$ cat src/rtl/spi_master_cfg.sv
// SPI master with configurable frame width, SCLK divider and chip-select count.
// The mode (cpol/cpha), target select and frame are latched when start is
// accepted and stay fixed until the frame completes.
module spi_master_cfg #(
  parameter int FRAME_W  = 24,
  parameter int CLK_DIV  = 2,
  parameter int CS_SEL_W = 1
) (
  input  logic                  clk,
  input  logic                  resetn,
  input  logic                  start,
  input  logic [FRAME_W-1:0]    tx_data,
  input  logic [CS_SEL_W-1:0]   cs_sel,
  input  logic                  cpol,
  input  logic                  cpha,
  output logic [FRAME_W-1:0]    rx_data,
  output logic                  busy,
  output logic                  done,
  output logic                  sclk,
  output logic [2**CS_SEL_W-1:0] cs_n,
  output logic                  mosi,
  input  logic                  miso
);
  localparam int N_CS   = 2**CS_SEL_W;
  localparam int DIV_W  = (CLK_DIV > 1) ? $clog2(CLK_DIV) : 1;
  localparam int EDGE_W = $clog2(2*FRAME_W+1);

  typedef enum logic [1:0] {IDLE, SETUP, SHIFT, HOLD} state_t;

  state_t              state_q, state_d;
  logic [DIV_W-1:0]    div_cnt_q, div_cnt_d;
  logic [EDGE_W-1:0]   edge_cnt_q, edge_cnt_d;
  logic [FRAME_W-1:0]  tx_sr_q, tx_sr_d;
  logic [FRAME_W-1:0]  rx_sr_q, rx_sr_d;
  logic [FRAME_W-1:0]  rx_data_q, rx_data_d;
  logic [N_CS-1:0]     cs_n_q, cs_n_d;
  logic                busy_q, busy_d, done_q, done_d, sclk_q, sclk_d;
  logic                mosi_q, mosi_d, cpol_q, cpol_d, cpha_q, cpha_d;

  logic                div_last, edge_fire, lead, sample;
  logic [EDGE_W-1:0]   edge_num;

  // Next-state logic: phase sequencing plus the per-SCLK-edge shift/sample action.
  always_comb begin
    state_d    = state_q;
    div_cnt_d  = div_cnt_q;
    edge_cnt_d = edge_cnt_q;
    tx_sr_d    = tx_sr_q;
    rx_sr_d    = rx_sr_q;
    rx_data_d  = rx_data_q;
    cs_n_d     = cs_n_q;
    busy_d     = busy_q;
    done_d     = 1'b0;
    sclk_d     = sclk_q;
    mosi_d     = mosi_q;
    cpol_d     = cpol_q;
    cpha_d     = cpha_q;

    div_last  = (div_cnt_q == DIV_W'(CLK_DIV-1));
    // SCLK edges are numbered 1..2*FRAME_W; odd numbers are leading edges.
    // Edge 1 fires on the SETUP->SHIFT transition, the rest inside SHIFT.
    edge_fire = div_last && ((state_q == SETUP) ||
                ((state_q == SHIFT) && (edge_cnt_q != EDGE_W'(2*FRAME_W))));
    edge_num  = edge_cnt_q + EDGE_W'(1);
    lead      = edge_num[0];
    sample    = lead ^ cpha_q;

    case (state_q)
      IDLE: begin
        if (start) begin
          state_d    = SETUP;
          div_cnt_d  = '0;
          edge_cnt_d = '0;
          rx_sr_d    = '0;
          busy_d     = 1'b1;
          cs_n_d     = ~(N_CS'(1) << cs_sel);
          sclk_d     = cpol;
          cpol_d     = cpol;
          cpha_d     = cpha;
          // cpha=0 needs the MSB on the wire before the first leading edge;
          // cpha=1 puts it out on that edge instead.
          if (!cpha) begin
            mosi_d  = tx_data[FRAME_W-1];
            tx_sr_d = tx_data << 1;
          end else begin
            mosi_d  = 1'b0;
            tx_sr_d = tx_data;
          end
        end
      end
      SETUP: begin
        if (div_last) begin
          state_d   = SHIFT;
          div_cnt_d = '0;
        end else begin
          div_cnt_d = div_cnt_q + DIV_W'(1);
        end
      end
      SHIFT: begin
        if (div_last) begin
          div_cnt_d = '0;
          if (edge_cnt_q == EDGE_W'(2*FRAME_W)) state_d = HOLD;
        end else begin
          div_cnt_d = div_cnt_q + DIV_W'(1);
        end
      end
      HOLD: begin
        if (div_last) begin
          state_d   = IDLE;
          div_cnt_d = '0;
          cs_n_d    = '1;
          rx_data_d = rx_sr_q;
          done_d    = 1'b1;
          busy_d    = 1'b0;
          mosi_d    = 1'b0;
        end else begin
          div_cnt_d = div_cnt_q + DIV_W'(1);
        end
      end
      default: state_d = IDLE;
    endcase

    // The last trailing edge in cpha=0 has no following bit, so mosi holds.
    if (edge_fire) begin
      sclk_d     = ~sclk_q;
      edge_cnt_d = edge_num;
      if (sample) begin
        rx_sr_d = {rx_sr_q[FRAME_W-2:0], miso};
      end else if (edge_num != EDGE_W'(2*FRAME_W)) begin
        mosi_d  = tx_sr_q[FRAME_W-1];
        tx_sr_d = tx_sr_q << 1;
      end
    end
  end

  // State register with synchronous active-low reset.
  always_ff @(posedge clk) begin
    if (!resetn) begin
      state_q    <= IDLE;
      div_cnt_q  <= '0;
      edge_cnt_q <= '0;
      tx_sr_q    <= '0;
      rx_sr_q    <= '0;
      rx_data_q  <= '0;
      cs_n_q     <= '1;
      busy_q     <= 1'b0;
      done_q     <= 1'b0;
      sclk_q     <= 1'b0;
      mosi_q     <= 1'b0;
      cpol_q     <= 1'b0;
      cpha_q     <= 1'b0;
    end else begin
      state_q    <= state_d;
      div_cnt_q  <= div_cnt_d;
      edge_cnt_q <= edge_cnt_d;
      tx_sr_q    <= tx_sr_d;
      rx_sr_q    <= rx_sr_d;
      rx_data_q  <= rx_data_d;
      cs_n_q     <= cs_n_d;
      busy_q     <= busy_d;
      done_q     <= done_d;
      sclk_q     <= sclk_d;
      mosi_q     <= mosi_d;
      cpol_q     <= cpol_d;
      cpha_q     <= cpha_d;
    end
  end

  assign rx_data = rx_data_q;
  assign busy    = busy_q;
  assign done    = done_q;
  assign sclk    = sclk_q;
  assign cs_n    = cs_n_q;
  assign mosi    = mosi_q;
endmodule

$ cat config.mk
export PLATFORM = sky130hd
export DESIGN_NAME = spi_master_cfg
export DESIGN_NICKNAME = d
export VERILOG_FILES = /design/src/rtl/spi_master_cfg.sv
export SDC_FILE = /design/constraint.sdc
export NUM_CORES = 1
export LEC_CHECK = 0
export ABC_AREA = 0
export ABC_CLOCK_PERIOD_IN_PS = 5800
export CORE_ASPECT_RATIO = 1.2
export CORE_MARGIN = 1.5
export CORE_UTILIZATION = 35
export DETAILED_ROUTE_END_ITERATION = 8
export PLACE_DENSITY_LB_ADDON = 0.08
export REMOVE_ABC_BUFFERS = 1
export SLEW_MARGIN = 20
export SYNTH_ARGS = -nofsm -noshare
export SYNTH_HDL_FRONTEND = slang
export SYNTH_SLANG_ARGS = --single-unit
export TNS_END_PERCENT = 30
$ cat constraint.sdc
create_clock -name clk -period 5.8 [get_ports clk]
set_clock_uncertainty 0.15 [all_clocks]
set_input_delay 0.58 -clock clk [delete_from_list [all_inputs] [get_ports clk]]
set_output_delay 0.58 -clock clk [all_outputs]
set_load 0.01 [all_outputs]
# --- Word level (Yosys, flattened, before mapping) ---
# Index checks and enable logic that the tools add are counted.
op_classes:
  n_addsub: 2
  n_mul: 0
  div_mod_pow: 0
  order_cmp: 0
  eq_ne: 11
  n_shift: 1
  muxes: 39
  bitwise_logic: 3
  reduce_logical: 14
op_table:
  columns: ["op", "n"]
  rows:
  - ["$mux W24", 10]
  - ["$mux W6", 3]
  - ["$mux W1", 14]
  - ["$mux W2", 7]
  - ["$ne A6 B6 Y1 const B", 2]
  - ["$ne A2 B2 Y1 const B", 4]
  - ["$pmux W2 S4", 1]
  - ["$reduce_and A2 Y1", 4]
  - ["$add A6 B1 Y6 const B", 1]
  - ["$eq A6 B6 Y1 const B", 1]
  - ["$pmux W1 S2", 3]
  - ["$reduce_bool A2 Y1", 3]
  - ["$reduce_and A5 Y1", 1]
  - ["$eq A2 B2 Y1 const B", 2]
  - ["$pmux W2 S2", 1]
  - ["$reduce_and A3 Y1", 1]
  - ["$reduce_or A3 Y1", 1]
  - ["$eq A2 B1 Y1 const B", 1]
  - ["$logic_and A1 B1 Y1", 2]
  - ["$logic_not A2 Y1", 1]
  - ["$ne A2 B1 Y1 const B", 1]
  - ["$not A2 Y2", 1]
  - ["$shl A1 B1 Y2 const A", 1]
  - ["$add A1 B1 Y1 const B", 1]
  - ["other kinds (3)", 3]
totals:
  register_bits: 88
  latch_bits: 0
  ram_bits: 0
  rom_bits: 0
  input_bits: 31
  mem_count: 0

# --- Longest topological paths before layout ---
# Gate-level depths: netlist (run 1).
logic_depth:
  ltp_word: 6
  ltp_mapped: 9
  ltp_nobuf: 7

# --- Worst setup path after synthesis (run 1) ---
# Ideal clock, no wire load.
synth_path:
  kind: "reg2reg"
  startpoint: "register edge_cnt_q[0]"
  endpoint: "register rx_sr_q[14]"
  t_arrival_ns: 1.630
  t_required_ns: 5.581
  slack_ns: 3.951
  path_stages_with_launch: 10
  n_path_buf: 2
  synth_period_minus_slack_ns: 1.849
  path_cell_list: "dfxtp_1 > inv_1 > ha_1 > nand4b_4 > o31ai_4 > nand2b_1 > buf_4 > buf_6 > nand4_1 > o21ai_1"
synth_via:
  elab_chain_len: 5
  elab_cells_between_ends: 8
  classes_between: "1 x add/sub; 1 x eq/ne; 2 x mux; 1 x bitwise; 3 x reduce/logical"
synth_rtl:
  columns: ["element", "line_no", "rtl"]
  rows:
  - ["start: declaration", "32", "logic [EDGE_W-1:0] edge_cnt_q, edge_cnt_d;"]
  - ["start signal: assignment", "155", "edge_cnt_q <= edge_cnt_d;"]
  - ["parallel branches: the longest is 4 deep, another holds $add A6 B1 Y6", null, null]
  - ["$mux W24 *", "124", "if (edge_fire) begin"]
  - ["end signal: assignment", "157", "rx_sr_q <= rx_sr_d;"]
  - ["end: declaration", "34", "logic [FRAME_W-1:0] rx_sr_q, rx_sr_d;"]
# Every way passes the cells marked *.
# A chain may end at the register's enable or synchronous reset.

# --- Final worst setup path (run 1) ---
layout_path:
  startpoint: "register edge_cnt_q[4]"
  endpoint: "register tx_sr_q[19]"
layout_via:
  elab_chain_len: 5
  elab_cells_between_ends: 9
  classes_between: "1 x add/sub; 2 x eq/ne; 3 x mux; 3 x reduce/logical"
layout_rtl:
  columns: ["element", "line_no", "rtl"]
  rows:
  - ["$add A6 B1 Y6 / $ne A6 B6 Y1 (equally long branches)", "64, 63", null]
  - ["$ne A6 B6 Y1 / $logic_and A1 B1 Y1 (equally long branches)", "129, 63", null]
  - ["$mux W24 / $logic_or A1 B1 Y1 (equally long branches)", "129, 62", null]
  - ["$mux W24 / $logic_and A1 B1 Y1 (equally long branches)", "127, 62", null]
  - ["$mux W24 *", "124", null]
  - ["end signal: assignment", "156", "tx_sr_q <= tx_sr_d;"]
  - ["end: declaration", "33", "logic [FRAME_W-1:0] tx_sr_q, tx_sr_d;"]
# Every way passes the cells marked *; elsewhere a longest branch is shown, timed or not.

==> summary.txt, run 1 <==
Status
  • Status: finished clean

Global route
  • Largest net degree at the start of global routing: 88
  • First-pass GRT wire length: 16.0 mm
  • Gr ovfl total: 0
  • GRT Total Usage: 15.9%
  • Vias in the first global route: 3,445
  • Initial antenna violation count: 0

Setup path
  • Crit start category: flop
  • Worst-path fanout max: 25
  • Worst Reg-to-Reg Cells: 6
  • Reg-to-Reg End: tx_sr_q[19]
  • CP Class: flop to flop
  • Reg2Reg Setup Slack: 3000 ps
  • Critical path required time: 5870 ps
  • Critical path endpoint category: flop
  • R2R Path Start: edge_cnt_q[4]
  • Crit path DAT: 2880 ps

Routing
  • Total Wirelength: 9.32 mm
  • Initial drt markers: 180
  • DR DRC count: 0
  • Pre-Repair DR Iteration Count: 4
  • DR vias/cell: 5.16
  • WL per Instance: 13.2 um
  • Vias: 3,648
  • Remaining antenna violation count: 0

Logic synthesis
  • Avg Synthesized Cell Area: 8.19 um^2
  • Flops & latches, synth: 88
  • Synth cell types: 41
  • Post-synth ARST share: 0%
  • Syn Inst Count: 513
  • Number of synthesized flops with an enable pin: 0
  • Top-area cell type share of the netlist area: 41.9%
  • Synth area leaders: dfxtp_1 (42%), nand2_1 (12%), mux2i_1 (5.5%)
  • Cell taking the most area after synthesis: dfxtp_1
  • Post-synthesis sequential area ratio: 41.9%
  • Top_reg_cell synth: dfxtp_1
  • Synth Warn #: 0
  • Synth Cell Area: 4200 um^2

Final layout
  • Share of layout cells above drive strength 1: 8.36%
  • Post-route insts no fill: 707
  • Diode count: 0
  • Layout fillers: 1,205
  • Final #Nets: 583
  • Area Growth Syn to Fin: 23.0%
  • Fin util: 44.5%

STA
  • Final hold vios: 0
  • TNS Setup: 0 ps
  • Fmax: 357 MHz
  • Relative slew margins: 38.1%
  • Tcrit/Tclk final: 48.4%
  • Min Clock Period, post-route: 2800 ps
  • Slew @ Worst Pin: 928 ps
  • RSZ-0062 raised after global routing: no
  • Final setup violation count: 0
  • Max Transition Viols Final: 0

Floorplanning
  • Site Rows: 43
  • DIE AREA: 12,700 um^2
  • Chip height: 123 um
  • Initial Utilization: 36.2%
  • Core area: 11,600 um^2
  • Die span in x: 103 um
  • I/O pin count: 61

Min path
  • HP Class: flop to flop
  • WHS Endpoint: sclk
  • WHS Path Cells: 1
  • Hold path startpoint: sclk

Pwr
  • PwrDens: 350 nW/um^2
  • Internal power: 1.24 mW
  • Net Sw Frac: 31.3%
  • Flop pwr share: 38.5%
  • Clock share of power: 37.1%
  • P_sw: 566 uW
  • Max VDD drop: 0.188 mV
  • Logic pwr share: 24.4%
  • Leakage: 1.72 nW

Clocking
  • CTS max path bufs: 2
  • Post-CTS Resized: 0
  • Clk sink count: 88
  • CTS tree: yes
  • Hold_buf cts: 0
  • H-tree lvl count: 3
  • CTS root buf: clkbuf_16
  • Worst skew pair latency: 340 ps
  • CTS Buf Count: 9
  • CTS clock-pin slew for the worst setup and hold paths: 60 ps
  • Setup Buffers After CTS: 0

Placed design
  • Post-DP HPWL: 5.74 mm
  • Buffers on Ports: 60
  • RePlAce Congestion: 0.797
  • Placed insts: 691

Run
  • Max Cap Viol: 0
through the flow:
step / hold slack, ps / instance area [um^2] / setup WS (ps) / total power [mW]
CTS: 310 / 5170 / 2980 / 1.83
finish: 307 / 5170 / 3000 / 1.81
floorplan: 286 / 3980 / 2870 / 0.992
global placement: 293 / 4820 / 3080 / 1.14
global route: 328 / 5170 / 2780 / 1.91
detailed placement: 297 / 4820 / 2990 / 1.15
per-layer routing:
metal / track usage, % / vias up / routed length, um
met1: 19.4 / 1714 / 4490
met4: 7.18 / 0 / 205
li1: - / 1854 / -
met2: 26.6 / 65 / 4310
met5: 0 / - / 0
met3: 3.28 / 15 / 310
layout by cell type, fill, tap and decap left out, types with 2 or more instances in the layout:
cell type,instances
bufinv_16,3
o211ai_1,23
inv_1,6
clkbuf_16,9
nor3b_1,2
o21ai_0,40
clkdlybuf4s50_1,59
mux2i_1,23
and3_1,3
nand3_1,5
a21boi_0,28
dfxtp_1,88
a21oi_1,8
nand4_1,24
nor3_1,5
nand2_1,135
and2_1,4
clkinv_2,2
buf_4,7
inv_6,2
o21ai_2,19
o31a_1,2
o21a_1,3
a31oi_1,2
ha_1,7
nor2_1,4
o21ai_1,17
nor2b_1,4
nand2b_1,3
flip-flops by register name (all words and copies together), names as in the netlist:
register,cells
busy,1
cpha_q,1
cs_n,2
div_cnt_q,1
done,1
edge_cnt_q,6
mosi,1
rx_data,24
rx_sr_q,24
sclk,1
state_q,2
tx_sr_q,24
cell usage after synthesis, types with 2 or more instances:
cell type  instances
nand4_1           24
nand3_1            5
o21ai_1           17
o211ai_1          23
inv_1              6
nor3_1             5
buf_2              5
nor2b_1            4
mux2i_1           23
and3_1             3
nor3b_1            2
o21ai_0           40
ha_1               7
a21boi_0          28
and2_1             4
buf_6              5
o31a_1             2
o21ai_2           19
o21a_1             3
clkbuf_1          31
a21oi_1            8
clkbuf_2           2
nand2b_1           3
dfxtp_1           88
a31oi_1            2
nor2_1             4
nand2_1          136
worst max path at each step:
stage,end,cells past startpoint,slack [ps],start
after floorplan,rx_sr_q[10],7,2870,edge_cnt_q[0]
after global placement,tx_sr_q[9],6,3080,edge_cnt_q[4]
after detailed placement,tx_sr_q[19],5,2990,edge_cnt_q[0]
after CTS,tx_sr_q[19],5,2980,edge_cnt_q[0]
after global routing,tx_sr_q[19],6,2780,edge_cnt_q[4]
final,tx_sr_q[19],6,3000,edge_cnt_q[4]
power groups by stage:
| stage | combinational, mW | clock (mW) | sequential [mW] |
|---|---|---|---|
| floorplan | 0.289 | 0 | 0.704 |
| CTS | 0.445 | 0.686 | 0.695 |
| detailed placement | 0.444 | 0 | 0.707 |
| global route | 0.499 | 0.712 | 0.703 |
| finish | 0.442 | 0.671 | 0.695 |
| global placement | 0.438 | 0 | 0.707 |
final cells by class:
class / count / area (um^2) / area share [%]
clock buffer: 9 / 225 / 4.36
clock inverter: 7 / 118 / 2.28
inverter: 6 / 22.5 / 0.436
multi-input combinational: 374 / 2200 / 42.6
sequential: 88 / 1760 / 34.1
tap: 157 / 196 / 3.80
timing repair buffer: 66 / 643 / 12.4
critical path, stage by stage, from the launching register on:
cell      delay (ps)
dfxtp_1          480
nand2b_1          90
o21ai_1          170
a41o_1           820
or2_1            510
buf_4            370
o21ai_2          100
cells by family after synthesis:
kind of cell               share of synthesized area [%]
AOI/OAI and AO/OA                                   23.8
xor gates and xnor gates                           0.208
DFF                                                 41.9
buffers and inverters                               5.75
muxes                                               5.48
and+or+nand+nor                                     20.8
adders and majority gates                           2.08
(Power assumes the default switching activity.)
==> inputs of run 2 (changes only) <==
ABC_CLOCK_PERIOD_IN_PS = 2400   (was 5800)
clock period = 2.4 ns   (was 5.8 ns; I/O delays follow)
==> run 2 against run 1 <==
  * Worst hold slack lost 100 ps
  * Global-route usage fell by 0.74 points
  * Critical path depth up 1
  * Routed wire length shrank 3.6%
  * Clock power is 120% higher
  * Setup slack got worse by 2700 ps
  * Critical endpoint is now rx_sr_q[0]
  * Largest cell class unchanged
==> summary.txt, run 2 (same netlist as run 1, synthesis figures left out) <==
Min path
  • Hold path startpoint: resetn
  • HP Class: input port to flop
  • WHS Endpoint: edge_cnt_q[5]
  • WHS Path Cells: 2 (+1)

Setup path
  • CP cell instances: inv_1 -> ha_1 -> o31ai_4 -> nand2b_1 -> buf_12 -> nand4_1 -> o21ai_0
  • Reg2Reg Setup Slack: 320 ps (-2680 ps)
  • CP Class: flop to flop
  • Worst Reg-to-Reg Cells: 7 (+1)
  • Crit path DAT: 2190 ps (-690 ps)
  • Reg-to-Reg End: rx_sr_q[0]
  • Worst-path fanout max: 48 (+92%)
  • Max incr delay on CP: 440 ps (-380 ps)
  • Critical Path Slowest Stage Cell: o31ai_4
  • R2R Path Start: state_q[1]
  • Crit start category: flop
  • Critical path endpoint category: flop
  • Critical path required time: 2510 ps (-3360 ps)

Status
  • Status: finished clean

Final layout
  • Area Growth Syn to Fin: 25.0%
  • Commonest non-fill, non-tap cell in the layout: nand2_1
  • Post-route insts no fill: 714 (+0.99%)
  • Diode count: 0 (unchanged)
  • Most frequent cells in the layout: nand2_1 (135), dfxtp_1 (88), clkdlybuf4s50_1 (59)
  • Area of the multi-input gates: 2200 um^2 (unchanged)
  • Layout fillers: 1,195 (-0.83%)
  • Share of layout cells above drive strength 1: 9.16% (+0.79 points)
  • Final #Nets: 590 (+1.2%)
  • Register area: 1760 um^2 (unchanged)

Routing
  • DR vias/cell: 5.03 (-2.4%)
  • Initial drt markers: 130 (-28%)
  • WL per Instance: 12.6 um (-4.5%)
  • Total Wirelength: 8.98 mm (-3.6%)
  • Remaining antenna violation count: 0 (unchanged)
  • DR DRC count: 0 (unchanged)
  • Vias: 3,594 (-1.5%)
  • Pre-Repair DR Iteration Count: 4 (unchanged)

Floorplanning
  • DIE AREA: 12,700 um^2 (unchanged)
  • Initial Utilization: 36.2% (unchanged)
  • Chip height: 123 um (unchanged)
  • I/O pin count: 61 (unchanged)
  • Core area: 11,600 um^2 (unchanged)
  • Die span in x: 103 um (unchanged)
  • Site Rows: 43 (unchanged)

STA
  • Final setup violation count: 0 (unchanged)
  • RSZ-0062 raised after global routing: no
  • Final hold slack: 203 ps (-104 ps)
  • Tcrit/Tclk final: 86.8% (+38 points)
  • Relative slew margins: 71.6% (+34 points)
  • Final hold vios: 0 (unchanged)
  • Min Clock Period, post-route: 2080 ps (-721 ps)
  • TNS Setup: 0 ps (unchanged)
  • Fmax: 480 MHz (+35%)
  • Max Transition Viols Final: 0 (unchanged)
  • Slew @ Worst Pin: 425 ps (-503 ps)

Pwr
  • Max VDD drop: 0.335 mV (+78%)
  • Power Total: 4.28 mW (+140%)
  • PwrDens: 815 nW/um^2 (+130%)
  • Leakage: 1.76 nW (+2.3%)

Clocking
  • Setup Buffers After CTS: 0 (unchanged)
  • H-tree lvl count: 3 (unchanged)
  • Hold_buf cts: 0 (unchanged)
  • Worst skew pair latency: 330 ps (about the same)
  • Clk sink count: 88 (unchanged)
  • CTS max path bufs: 2 (unchanged)
  • CTS root buf: clkbuf_16
  • CTS tree: yes
  • CTS clock-pin slew for the worst setup and hold paths: 60 ps (about the same)
  • CTS Buf Count: 9 (unchanged)
  • Post-CTS Resized: 0 (unchanged)

Placed design
  • Buffers on Ports: 60 (unchanged)
  • Post-DP HPWL: 5.92 mm (+3.2%)
  • Placed insts: 698 (+1.0%)
  • RePlAce Congestion: 0.758 (-4.9%)

Global route
  • GRT Total Usage: 15.1% (-0.74 points)
  • Gr ovfl total: 0 (unchanged)
  • First-pass GRT wire length: 15.5 mm (-2.8%)
  • Largest net degree at the start of global routing: 72 (-18%)
  • Vias in the first global route: 3,401 (-1.3%)
  • Initial antenna violation count: 0 (unchanged)

Run
  • Max Cap Viol: 0 (unchanged)
-- run 2: cell count changes in the layout (fill, tap and decap cells not counted), sizes merged --
cell | before | now
buf | 7 | 14
clkbuf | 9 | 11
inv | 8 | 6
bufinv | 3 | 2
clkinvlp | 0 | 1
-- run 2: layout make-up --
type / instances / share of cell area, %
multi-input combinational: 374 / 41.9
sequential: 88 / 33.5
timing repair buffer: 73 / 14.4
clock buffer: 11 / 4.43
tap: 157 / 3.74
clock inverter: 5 / 1.55
inverter: 6 / 0.429
-- run 2: worst max-delay path by stage --
stage                       start           to  slack [ps]  cells after the start
floorplan           edge_cnt_q[0]  rx_sr_q[10]        -530                      7
global placement       state_q[1]   tx_sr_q[2]         420                      6
detailed placement     state_q[1]   rx_sr_q[2]         360                      7
CTS                    state_q[1]   rx_sr_q[0]         310                      7
global route           state_q[1]   rx_sr_q[4]         130                      7
finish                 state_q[1]   rx_sr_q[0]         320                      7
-- run 2: metal layers --
layer	GRT usage (%)	vias up	share of wire [%]
li1	-	1877	-
met1	18.4	1645	48
met2	26.4	59	48
met3	2.94	13	3.2
met4	5.41	0	1.4
met5	0	-	0
-- run 2: worst max-delay path, delay by kind of cell, from the launching register on --
kind / cells / cell delay [ps]
flops: 1 / 390
buf+inv: 2 / 310
simple gates: 2 / 340
compound gates: 2 / 530
fa+ha+maj: 1 / 270
-- run 2: power breakdown --
part	switching (mW)	leakage, nW	total (mW)	internal, mW
combinational	0.680	0.900	1.13	0.447
clock	0.564	0.150	1.48	0.913
sequential	0.0822	0.714	1.68	1.59
total	1.33	1.76	4.28	2.95
-- run 2: stage by stage --
| stage | setup WS (ps) | instance area (um^2) | util, % |
|---|---|---|---|
| after global routing | 133 | 5250 | 45.2 |
| final | 317 | 5250 | 45.2 |
| after CTS | 307 | 5250 | 45.2 |
| after detailed placement | 356 | 4940 | 42.5 |
| after global placement | 418 | 4940 | 42.5 |
| after floorplan | -532 | 3980 | - |
